File: config.mk
export PLATFORM = sky130hd
export DESIGN_NAME = cla_word_add_seq
export DESIGN_NICKNAME = d
export VERILOG_FILES = /design/src/rtl/cla_seq_pkg.sv /design/src/rtl/cla4_slice.sv /design/src/rtl/cla_word_add_seq.sv
export SDC_FILE = /design/constraint.sdc
export NUM_CORES = 1
export LEC_CHECK = 0
export ABC_AREA = 1
export CAP_MARGIN = 20
export CELL_PAD_IN_SITES_DETAIL_PLACEMENT = 1
export CELL_PAD_IN_SITES_GLOBAL_PLACEMENT = 1
export CORE_UTILIZATION = 39
export CTS_BUF_LIST = sky130_fd_sc_hd__clkbuf_16
export DETAILED_ROUTE_END_ITERATION = 8
export GPL_TIMING_DRIVEN = 0
export PLACE_DENSITY = 0.88
export SLEW_MARGIN = 40
export SYNTH_ARGS = -nofsm -noshare
export SYNTH_HDL_FRONTEND = slang
export SYNTH_SLANG_ARGS = --single-unit
File: constraint.sdc
create_clock -name clk -period 4.2 [get_ports clk]
set_input_delay 0.42 -clock clk [delete_from_list [all_inputs] [get_ports clk]]
set_output_delay 0.42 -clock clk [all_outputs]
set_load 0.02 [all_outputs]
File: src/rtl/cla_seq_pkg.sv
// rtl/cla_seq_pkg.sv - shared types and helpers for the sequential CLA word adder
package cla_seq_pkg;

  typedef enum logic [1:0] {
    IDLE = 2'd0,
    RUN  = 2'd1,
    DONE = 2'd2
  } state_e;

  localparam int NIB_W = 4;

  function automatic int nib_idx_width(input int nib);
    return (nib > 1) ? $clog2(nib) : 1;
  endfunction

endpackage

File: src/rtl/cla4_slice.sv
// rtl/cla4_slice.sv - combinational 4-bit carry-lookahead adder slice
module cla4_slice (
  input  logic [3:0] a,
  input  logic [3:0] b,
  input  logic       cin,
  output logic [3:0] sum,
  output logic       cout
);

  logic [3:0] g;
  logic [3:0] p;
  logic [4:0] c;

  assign g = a & b;
  assign p = a ^ b;

  // Every carry is flattened from g/p terms so none waits on a lower carry
  assign c[0] = cin;
  assign c[1] = g[0] | (p[0] & cin);
  assign c[2] = g[1] | (p[1] & g[0]) | (p[1] & p[0] & cin);
  assign c[3] = g[2] | (p[2] & g[1]) | (p[2] & p[1] & g[0])
              | (p[2] & p[1] & p[0] & cin);
  assign c[4] = g[3] | (p[3] & g[2]) | (p[3] & p[2] & g[1])
              | (p[3] & p[2] & p[1] & g[0])
              | (p[3] & p[2] & p[1] & p[0] & cin);

  assign sum  = p ^ c[3:0];
  assign cout = c[4];

endmodule

File: src/rtl/cla_word_add_seq.sv
// rtl/cla_word_add_seq.sv - word add/subtract sequenced one nibble per clock through one CLA slice
module cla_word_add_seq
  import cla_seq_pkg::*;
#(
  parameter int WIDTH = 16
) (
  input  logic             clk,
  input  logic             rst_n,
  input  logic             in_valid,
  output logic             in_ready,
  input  logic [WIDTH-1:0] a,
  input  logic [WIDTH-1:0] b,
  input  logic             cin,
  input  logic             sub,
  output logic             out_valid,
  input  logic             out_ready,
  output logic [WIDTH-1:0] sum,
  output logic             cout,
  output logic             overflow
);

  localparam int NIB = WIDTH / NIB_W;
  localparam int IW  = nib_idx_width(NIB);
  localparam logic [IW-1:0] LAST_IDX = IW'(NIB - 1);

  state_e           state_q, state_d;
  logic [WIDTH-1:0] a_q, a_d;
  logic [WIDTH-1:0] b_q, b_d;
  logic [WIDTH-1:0] sum_q, sum_d;
  logic [IW-1:0]    nib_idx_q, nib_idx_d;
  logic             carry_q, carry_d;
  logic             cout_q, cout_d;
  logic             ovf_q, ovf_d;
  logic             out_valid_q, out_valid_d;

  int               nib_base;
  logic [3:0]       slice_a;
  logic [3:0]       slice_b;
  logic [3:0]       slice_sum;
  logic             slice_cout;

  assign nib_base = int'(nib_idx_q) * NIB_W;
  assign slice_a  = a_q[nib_base +: NIB_W];
  assign slice_b  = b_q[nib_base +: NIB_W];

  cla4_slice u_slice (
    .a    (slice_a),
    .b    (slice_b),
    .cin  (carry_q),
    .sum  (slice_sum),
    .cout (slice_cout)
  );

  always_comb begin
    state_d     = state_q;
    a_d         = a_q;
    b_d         = b_q;
    sum_d       = sum_q;
    nib_idx_d   = nib_idx_q;
    carry_d     = carry_q;
    cout_d      = cout_q;
    ovf_d       = ovf_q;
    out_valid_d = out_valid_q;

    case (state_q)
      IDLE: begin
        if (in_valid) begin
          a_d       = a;
          b_d       = sub ? ~b : b;
          carry_d   = sub ? 1'b1 : cin;
          nib_idx_d = '0;
          state_d   = RUN;
        end
      end
      RUN: begin
        sum_d[nib_base +: NIB_W] = slice_sum;
        carry_d   = slice_cout;
        nib_idx_d = nib_idx_q + IW'(1);
        if (nib_idx_q == LAST_IDX) begin
          // The top nibble's sum bit 3 is the result MSB, so overflow is known here
          cout_d      = slice_cout;
          ovf_d       = (a_q[WIDTH-1] == b_q[WIDTH-1]) && (slice_sum[3] != a_q[WIDTH-1]);
          out_valid_d = 1'b1;
          state_d     = DONE;
        end
      end
      DONE: begin
        if (out_ready) begin
          out_valid_d = 1'b0;
          state_d     = IDLE;
        end
      end
      default: state_d = IDLE;
    endcase
  end

  always_ff @(posedge clk) begin
    if (!rst_n) begin
      state_q     <= IDLE;
      a_q         <= '0;
      b_q         <= '0;
      sum_q       <= '0;
      nib_idx_q   <= '0;
      carry_q     <= 1'b0;
      cout_q      <= 1'b0;
      ovf_q       <= 1'b0;
      out_valid_q <= 1'b0;
    end else begin
      state_q     <= state_d;
      a_q         <= a_d;
      b_q         <= b_d;
      sum_q       <= sum_d;
      nib_idx_q   <= nib_idx_d;
      carry_q     <= carry_d;
      cout_q      <= cout_d;
      ovf_q       <= ovf_d;
      out_valid_q <= out_valid_d;
    end
  end

  assign in_ready  = rst_n && (state_q == IDLE);
  assign out_valid = out_valid_q;
  assign sum       = sum_q;
  assign cout      = cout_q;
  assign overflow  = ovf_q;

endmodule
# After elaboration in Yosys (flattened, before gate mapping)
# Index checks and enable logic that the tools add are counted.
# word_totals
ff_bits,56
input_bits,38
elab_cells,77
# classes
n_addsub,2
n_eq_ne,8
shift,4
muxes,14
n_bitwise,30
reduce_logical,10
# ops
op,count
4-bit negation with 33-bit output,1
4-bit by 33-bit variable shift with 16-bit output (first input constant),1
4-bit by 33-bit indexed part select with 16-bit output,1
16-bit by 5-bit indexed part select with 4-bit output,2
1-bit bitwise AND,16
16-bit bitwise mux,1
16-bit 2-to-1 mux,1
16-bit NOT,1
1-bit OR,10
2-bit 2-to-1 mux,4
4-bit bitwise XOR,2
2-bit inequality test (second input constant),3
2-bit one-hot mux with 3 select lines,1
2-bit AND reduction,3
3-bit AND reduction,2
4-bit bitwise AND,1
2-bit equality test (second input constant),2
1-bit 2-to-1 mux,4
1-bit one-hot mux with 2 select lines,2
2-bit one-hot mux with 2 select lines,1
2-bit nonzero test,2
2-bit by 1-bit adder with 2-bit output (second input constant),1
2-bit by 1-bit equality test with 1-bit output (second input constant),1
1-bit logical AND,2
3 further kinds,3

# Depth between registers and ports, before layout
# depth
depth_word,9
ltp_mapped,16

# By module
# Synthesis repeated with hierarchy kept, for this count alone.
# unflattened
cells_unflattened,390
hier_area_um2,2808.9
# by_module_without_submodules
module,n_inst,cells_per_inst,area_each_um2,seq_area_each_um2
cla_word_add_seq,1,359,2620.0,1121.1
cla4_slice,1,31,188.9,0.0

# Worst setup path before layout
# No wires, ideal clock.
# synth_timing
kind,register to register
from,register nib_idx_q[0]
to,"register sum_q[14], in the netlist sum[14]"
setup_ps,71
arrival_time_ps,2043
t_required_ps,4129
path_slack_ps,2086
path_stages_with_launch,11
path_buffers,2
synth_period_minus_slack_ps,2114
cell_sequence,dfxtp_1 > buf_2 > buf_1 > nor2_1 > o22ai_1 > ha_1 > nand3_1 > nand2_1 > xor2_1 > nand4_1 > a21oi_1
# synth_via
elab_chain_len,9
word_cells_on_any_way,24
classes_between,1 x add/sub; 4 x shift; 1 x mux; 18 x bitwise
# synth_rtl
element,line,text
from (decl),cla_word_add_seq.sv:30,"logic [IW-1:0] nib_idx_q, nib_idx_d;"
from (signal assigned),cla_word_add_seq.sv:113,nib_idx_q <= nib_idx_d;
16-bit by 5-bit indexed part select with 4-bit output (on tied branches),"cla_word_add_seq.sv:43, cla_word_add_seq.sv:44",
4-bit bitwise XOR / 4-bit bitwise AND (equally long branches),"cla4_slice.sv:15, cla4_slice.sv:14",
1-bit bitwise AND (on tied branches),"cla4_slice.sv:21, cla4_slice.sv:22",
1-bit OR (tied with other cells),cla4_slice.sv:21,assign c[3] = g[2] | (p[2] & g[1]) | (p[2] & p[1] & g[0])
1-bit OR / 1-bit bitwise AND (equally long branches),"cla4_slice.sv:21, cla4_slice.sv:22",
1-bit OR,cla4_slice.sv:22,| (p[2] & p[1] & p[0] & cin);
4-bit bitwise XOR,cla4_slice.sv:27,assign sum = p ^ c[3:0];
4-bit by 33-bit indexed part select with 16-bit output,cla_word_add_seq.sv:76,sum_d[nib_base +: NIB_W] = slice_sum;
16-bit bitwise mux *,cla_word_add_seq.sv:76,
to (signal assigned),cla_word_add_seq.sv:112,sum_q <= sum_d;
to (decl),cla_word_add_seq.sv:29,"logic [WIDTH-1:0] sum_q, sum_d;"
# Mark *: on every way between the ends. The rest lies on a longest branch, timed or not.
# A chain may end at the register's enable or synchronous reset.

# Worst setup path in the final report
# layout_timing
from,register nib_idx_q[0]
to,"register sum_q[6], in the netlist sum[6]"
# The elaborated chain is that of the path after synthesis.

==> metrics.txt <==
# TYPE chip_impl_metric gauge
chip_impl_metric{name="nets",unit=""} 461
chip_impl_metric{name="clk_pin_slew",unit="ps"} 70
chip_impl_metric{name="drive_above_1_share",unit="%"} 6.55
chip_impl_metric{name="path_max_fanout",unit=""} 10
chip_impl_metric{name="synth_fp_nets",unit=""} 399
chip_impl_metric{name="avgRoutedWirePerCell",unit="um"} 15.0
chip_impl_metric{name="route.final.wire_length",unit="um"} 7350
chip_impl_metric{name="seq_power_share",unit="%"} 45.3
chip_impl_metric{name="post-route-min-period",unit="ps"} 2900
chip_impl_info{name="rsz_0062_raised_after_global_routing",value="false"} 1
chip_impl_metric{name="cts_made_buffers",unit=""} 5
chip_impl_metric{name="p_int",unit="uW"} 906
chip_impl_metric{name="area_growth_syn_to_layout",unit="%"} 29.1
chip_impl_metric{name="worst_ep_required_time",unit="ps"} 4420
chip_impl_info{name="worst_hold_path_type",value="in -> reg"} 1
chip_impl_metric{name="count_of_standard_cell_rows",unit=""} 29
chip_impl_metric{name="numClockSinks",unit=""} 56
chip_impl_metric{name="die-area",unit="um2"} 7260
chip_impl_metric{name="gr_layer_usage_met3",unit="%"} 3.50
chip_impl_metric{name="diodes",unit=""} 0
chip_impl_info{name="worstSetupEndpointType",value="register"} 1
chip_impl_metric{name="place.detailed.instances",unit=""} 481
chip_impl_metric{name="route.detailed.vias_per_inst",unit=""} 5.18
chip_impl_metric{name="grtUsageTotal",unit="%"} 21.5
chip_impl_metric{name="cts-resized-gates",unit=""} 0
chip_impl_metric{name="actual_slew_at_the_worst_max_slew_pin",unit="ps"} 619
chip_impl_metric{name="power.clock.fraction",unit="%"} 30.9
chip_impl_metric{name="clockBufferDepth",unit=""} 2
chip_impl_metric{name="power.static_leakage",unit="nW"} 1.35
chip_impl_metric{name="timing.final.crit_share",unit="%"} 69.1
chip_impl_metric{name="power.ir.vdd_worst",unit="mV"} 0.194
chip_impl_metric{name="worst_clock_skew",unit="ps"} 11.6
chip_impl_metric{name="grt_antenna_before_repair",unit=""} 0
chip_impl_metric{name="synth-seq-cells",unit=""} 56
chip_impl_info{name="timing.critical_path.slowest_stage_cell",value="sky130_fd_sc_hd__buf_1"} 1
chip_impl_metric{name="cts_setup_buffers",unit=""} 0
chip_impl_metric{name="htree_num_levels",unit=""} 2
chip_impl_metric{name="critical_path_data_arrival_time",unit="ps"} 3120
chip_impl_metric{name="cts_hold_buffers",unit=""} 0
chip_impl_metric{name="powerDensity",unit="nW/um2"} 372
chip_impl_metric{name="grt_overflow_total",unit=""} 0
chip_impl_metric{name="global_route.usage.met1",unit="%"} 26.3
chip_impl_metric{name="critical_path.max_stage_delay",unit="ps"} 460
chip_impl_metric{name="wire_length_of_the_first_global_routing_pass",unit="um"} 12200
chip_impl_metric{name="detailroute.via_count",unit=""} 2531
chip_impl_metric{name="yosys.cell_types.count",unit=""} 31
chip_impl_metric{name="post_synthesis_cells",unit=""} 349
chip_impl_metric{name="hpwlAfterDp",unit="um"} 5640
chip_impl_metric{name="number_of_global_route_vias_before_repair",unit=""} 2624
chip_impl_metric{name="floorplan.die.width",unit="um"} 85.2
chip_impl_metric{name="synth_warnings",unit=""} 0
chip_impl_metric{name="floorplan.die.height",unit="um"} 85.2
chip_impl_metric{name="use_met2",unit="%"} 38.1
chip_impl_metric{name="switching_power",unit="uW"} 391
chip_impl_metric{name="drt_first_pass_iters",unit=""} 4
chip_impl_metric{name="setup-tns-final",unit="ps"} 0
chip_impl_metric{name="max_cap_violations",unit=""} 0
chip_impl_metric{name="mean_syn_cell_area",unit="um2"} 7.74
chip_impl_metric{name="core_region_area",unit="um2"} 6530
chip_impl_info{name="critical_path_start_type",value="register"} 1
chip_impl_info{name="highest_utilization_routing_layer_at_the_global_route_stage",value="met2"} 1
chip_impl_info{name="cts.root.buffer_cell",value="sky130_fd_sc_hd__clkbuf_16"} 1
chip_impl_metric{name="insertion_delay",unit="ps"} 290
chip_impl_metric{name="final_max_slew_viol_count",unit=""} 0
chip_impl_metric{name="final_weighted_congestion_of_routability_driven_global_placement",unit=""} 0.856
chip_impl_metric{name="largest_net_degree_at_the_start_of_global_routing",unit=""} 17
chip_impl_metric{name="final-instance-count-excl-fill",unit=""} 489
chip_impl_info{name="critical_path_class",value="reg -> reg"} 1
chip_impl_metric{name="netSwitchingFraction",unit="%"} 30.2
chip_impl_metric{name="post_synth_instance_area",unit="um2"} 2700
chip_impl_metric{name="drt_iter0_drc",unit=""} 58
chip_impl_info{name="cp_cell_sequence",value="buf_2, buf_1, nor2_1, o22ai_1, ha_1, nand3_1, nand2_1, xor2_1, nand4_1, a21oi_1"} 1
chip_impl_metric{name="setup_violations",unit=""} 0
chip_impl_metric{name="power.combinational.fraction",unit="%"} 23.9
chip_impl_metric{name="final_antenna_net_count",unit=""} 0
chip_impl_metric{name="drcViolationCount",unit=""} 0
chip_impl_metric{name="timing_hold_violations_final",unit=""} 0
chip_impl_info{name="tritoncts",value="yes"} 1
chip_impl_metric{name="numPortBuffers",unit=""} 55
chip_impl_metric{name="floorplan.initialDensity",unit="%"} 41.4
chip_impl_metric{name="seq_area_frac_synth",unit="%"} 41.5
chip_impl_metric{name="top_level_port_count",unit=""} 58
chip_impl_metric{name="max_clock_freq",unit="MHz"} 344
chip_impl_info{name="status",value="finished, final reports clean"} 1
chip_impl_metric{name="relSlewSlack",unit="%"} 58.7
chip_impl_metric{name="r2r_setup_slack",unit="ps"} 1300
==> Yosys cell counts, drive strengths merged <==
cell    count  area share (%)
a211oi     17             4.7
a21oi      19             3.5
a22oi       3            0.83
buf        11             2.7
clkbuf      8             1.3
clkinv      1            0.14
dfxtp      56              42
fa          1            0.74
ha         11             5.1
inv        19             2.6
nand2      42             6.1
nand3      10             1.9
nand4       3            0.69
nor2       83              12
nor3        1            0.19
nor4        1            0.79
o21a        1            0.28
o21ai      34             6.3
o21bai      1            0.28
o22ai       8             1.9
o31ai       1            0.28
xnor2      16             5.2
xor2        2            0.65
==> cell usage in the layout, fill, tap and decap left out <==
cell	netlist	layout
sky130_fd_sc_hd__clkinv_1	1	2
sky130_fd_sc_hd__buf_4	1	1
sky130_fd_sc_hd__inv_1	17	18
sky130_fd_sc_hd__buf_1	2	2
sky130_fd_sc_hd__xnor2_1	16	16
sky130_fd_sc_hd__o21bai_1	1	1
sky130_fd_sc_hd__clkbuf_4	1	1
sky130_fd_sc_hd__clkbuf_1	7	7
sky130_fd_sc_hd__fa_1	1	1
sky130_fd_sc_hd__nor2_1	78	78
sky130_fd_sc_hd__nand2_1	39	39
sky130_fd_sc_hd__clkdlybuf4s50_1	0	55
sky130_fd_sc_hd__a21oi_1	19	19
sky130_fd_sc_hd__a211oi_1	17	17
sky130_fd_sc_hd__nor2_2	3	3
sky130_fd_sc_hd__ha_1	11	11
sky130_fd_sc_hd__o22ai_1	8	8
sky130_fd_sc_hd__nand2_2	3	3
sky130_fd_sc_hd__clkinvlp_4	0	1
sky130_fd_sc_hd__a22oi_1	3	3
sky130_fd_sc_hd__o31ai_1	1	1
sky130_fd_sc_hd__xor2_1	2	2
sky130_fd_sc_hd__dfxtp_1	56	56
sky130_fd_sc_hd__buf_6	3	3
sky130_fd_sc_hd__nand3_1	10	10
sky130_fd_sc_hd__o21a_1	1	1
sky130_fd_sc_hd__nor2_4	2	2
sky130_fd_sc_hd__buf_2	5	5
sky130_fd_sc_hd__nand4_1	3	3
sky130_fd_sc_hd__nor3_1	1	1
sky130_fd_sc_hd__inv_2	2	2
sky130_fd_sc_hd__clkbuf_16	0	5
sky130_fd_sc_hd__o21ai_0	34	34
sky130_fd_sc_hd__nor4_4	1	1
==> through the flow <==
stage	hold WS (ps)	cell area (um2)	utilization [%]	setup WS, ps	total power [mW]
2_1_floorplan	468	2700	-	2090	0.790
3_3_place_gp	456	3350	51.3	1480	0.890
3_5_place_dp	458	3350	51.3	1350	0.905
4_1_cts	451	3490	53.4	1320	1.31
5_1_grt	464	3490	53.4	1140	1.36
6_report	451	3490	53.4	1300	1.30
==> routing by layer <==
metal | wire (um) | vias up | share of wire, %
li1 | - | 1280 | -
met1 | 3390 | 1182 | 46
met2 | 3620 | 57 | 49
met3 | 221 | 12 | 3.0
met4 | 123 | 0 | 1.7
met5 | 0 | - | 0
==> final cells by class <==
type,instances,area [um2]
Clock buffer,5,125
Inverter,20,75.1
Clock inverter,3,15.0
Timing Repair Buffer,55,551
Multi-Input combinational cell,254,1400
Fill cell,806,3040
Buffer,19,108
Sequential cell,56,1120
Tap cell,77,96.3
==> worst max-delay path: cells and delay by family, from the launching register on <==
kind,cells,cell delay [ps]
xor gates and xnor gates,1,350
adders and majority gates,1,340
DFF,1,410
AOI/OAI and AO/OA,2,560
and+or+nand+nor,4,410
buffers and inverters,2,750
==> cell families after synthesis <==
group,synth area share (%)
simple gates,22.0
compound gates,18.1
flops,41.5
buf+inv,6.76
xor+xnor,5.84
fa+ha+maj,5.84
==> sequential cells by signal (all words and copies together) (netlist names) <==
name       flops
a_q           16
cout           1
b_q           16
state_q        2
out_valid      1
nib_idx_q      2
sum           16
carry_q        1
overflow       1
==> power groups by stage <==
stage | Clock (mW) | Combinational (mW) | Sequential [mW]
after floorplan | 0 | 0.194 | 0.597
after detailed placement | 0 | 0.305 | 0.599
after global routing | 0.428 | 0.341 | 0.591
after CTS | 0.408 | 0.310 | 0.587
after global placement | 0 | 0.293 | 0.597
final | 0.401 | 0.309 | 0.587
==> worst paths after layout <==
kind | cells past startpoint | to | start
min reg2reg | 2 | sum[3] | sum[3]
min | 3 | a_q[1] | rst_n
max reg2reg | 10 | sum[6] | nib_idx_q[0]
max | 10 | sum[6] | nib_idx_q[0]
Power figures use the tool's default switching activity.
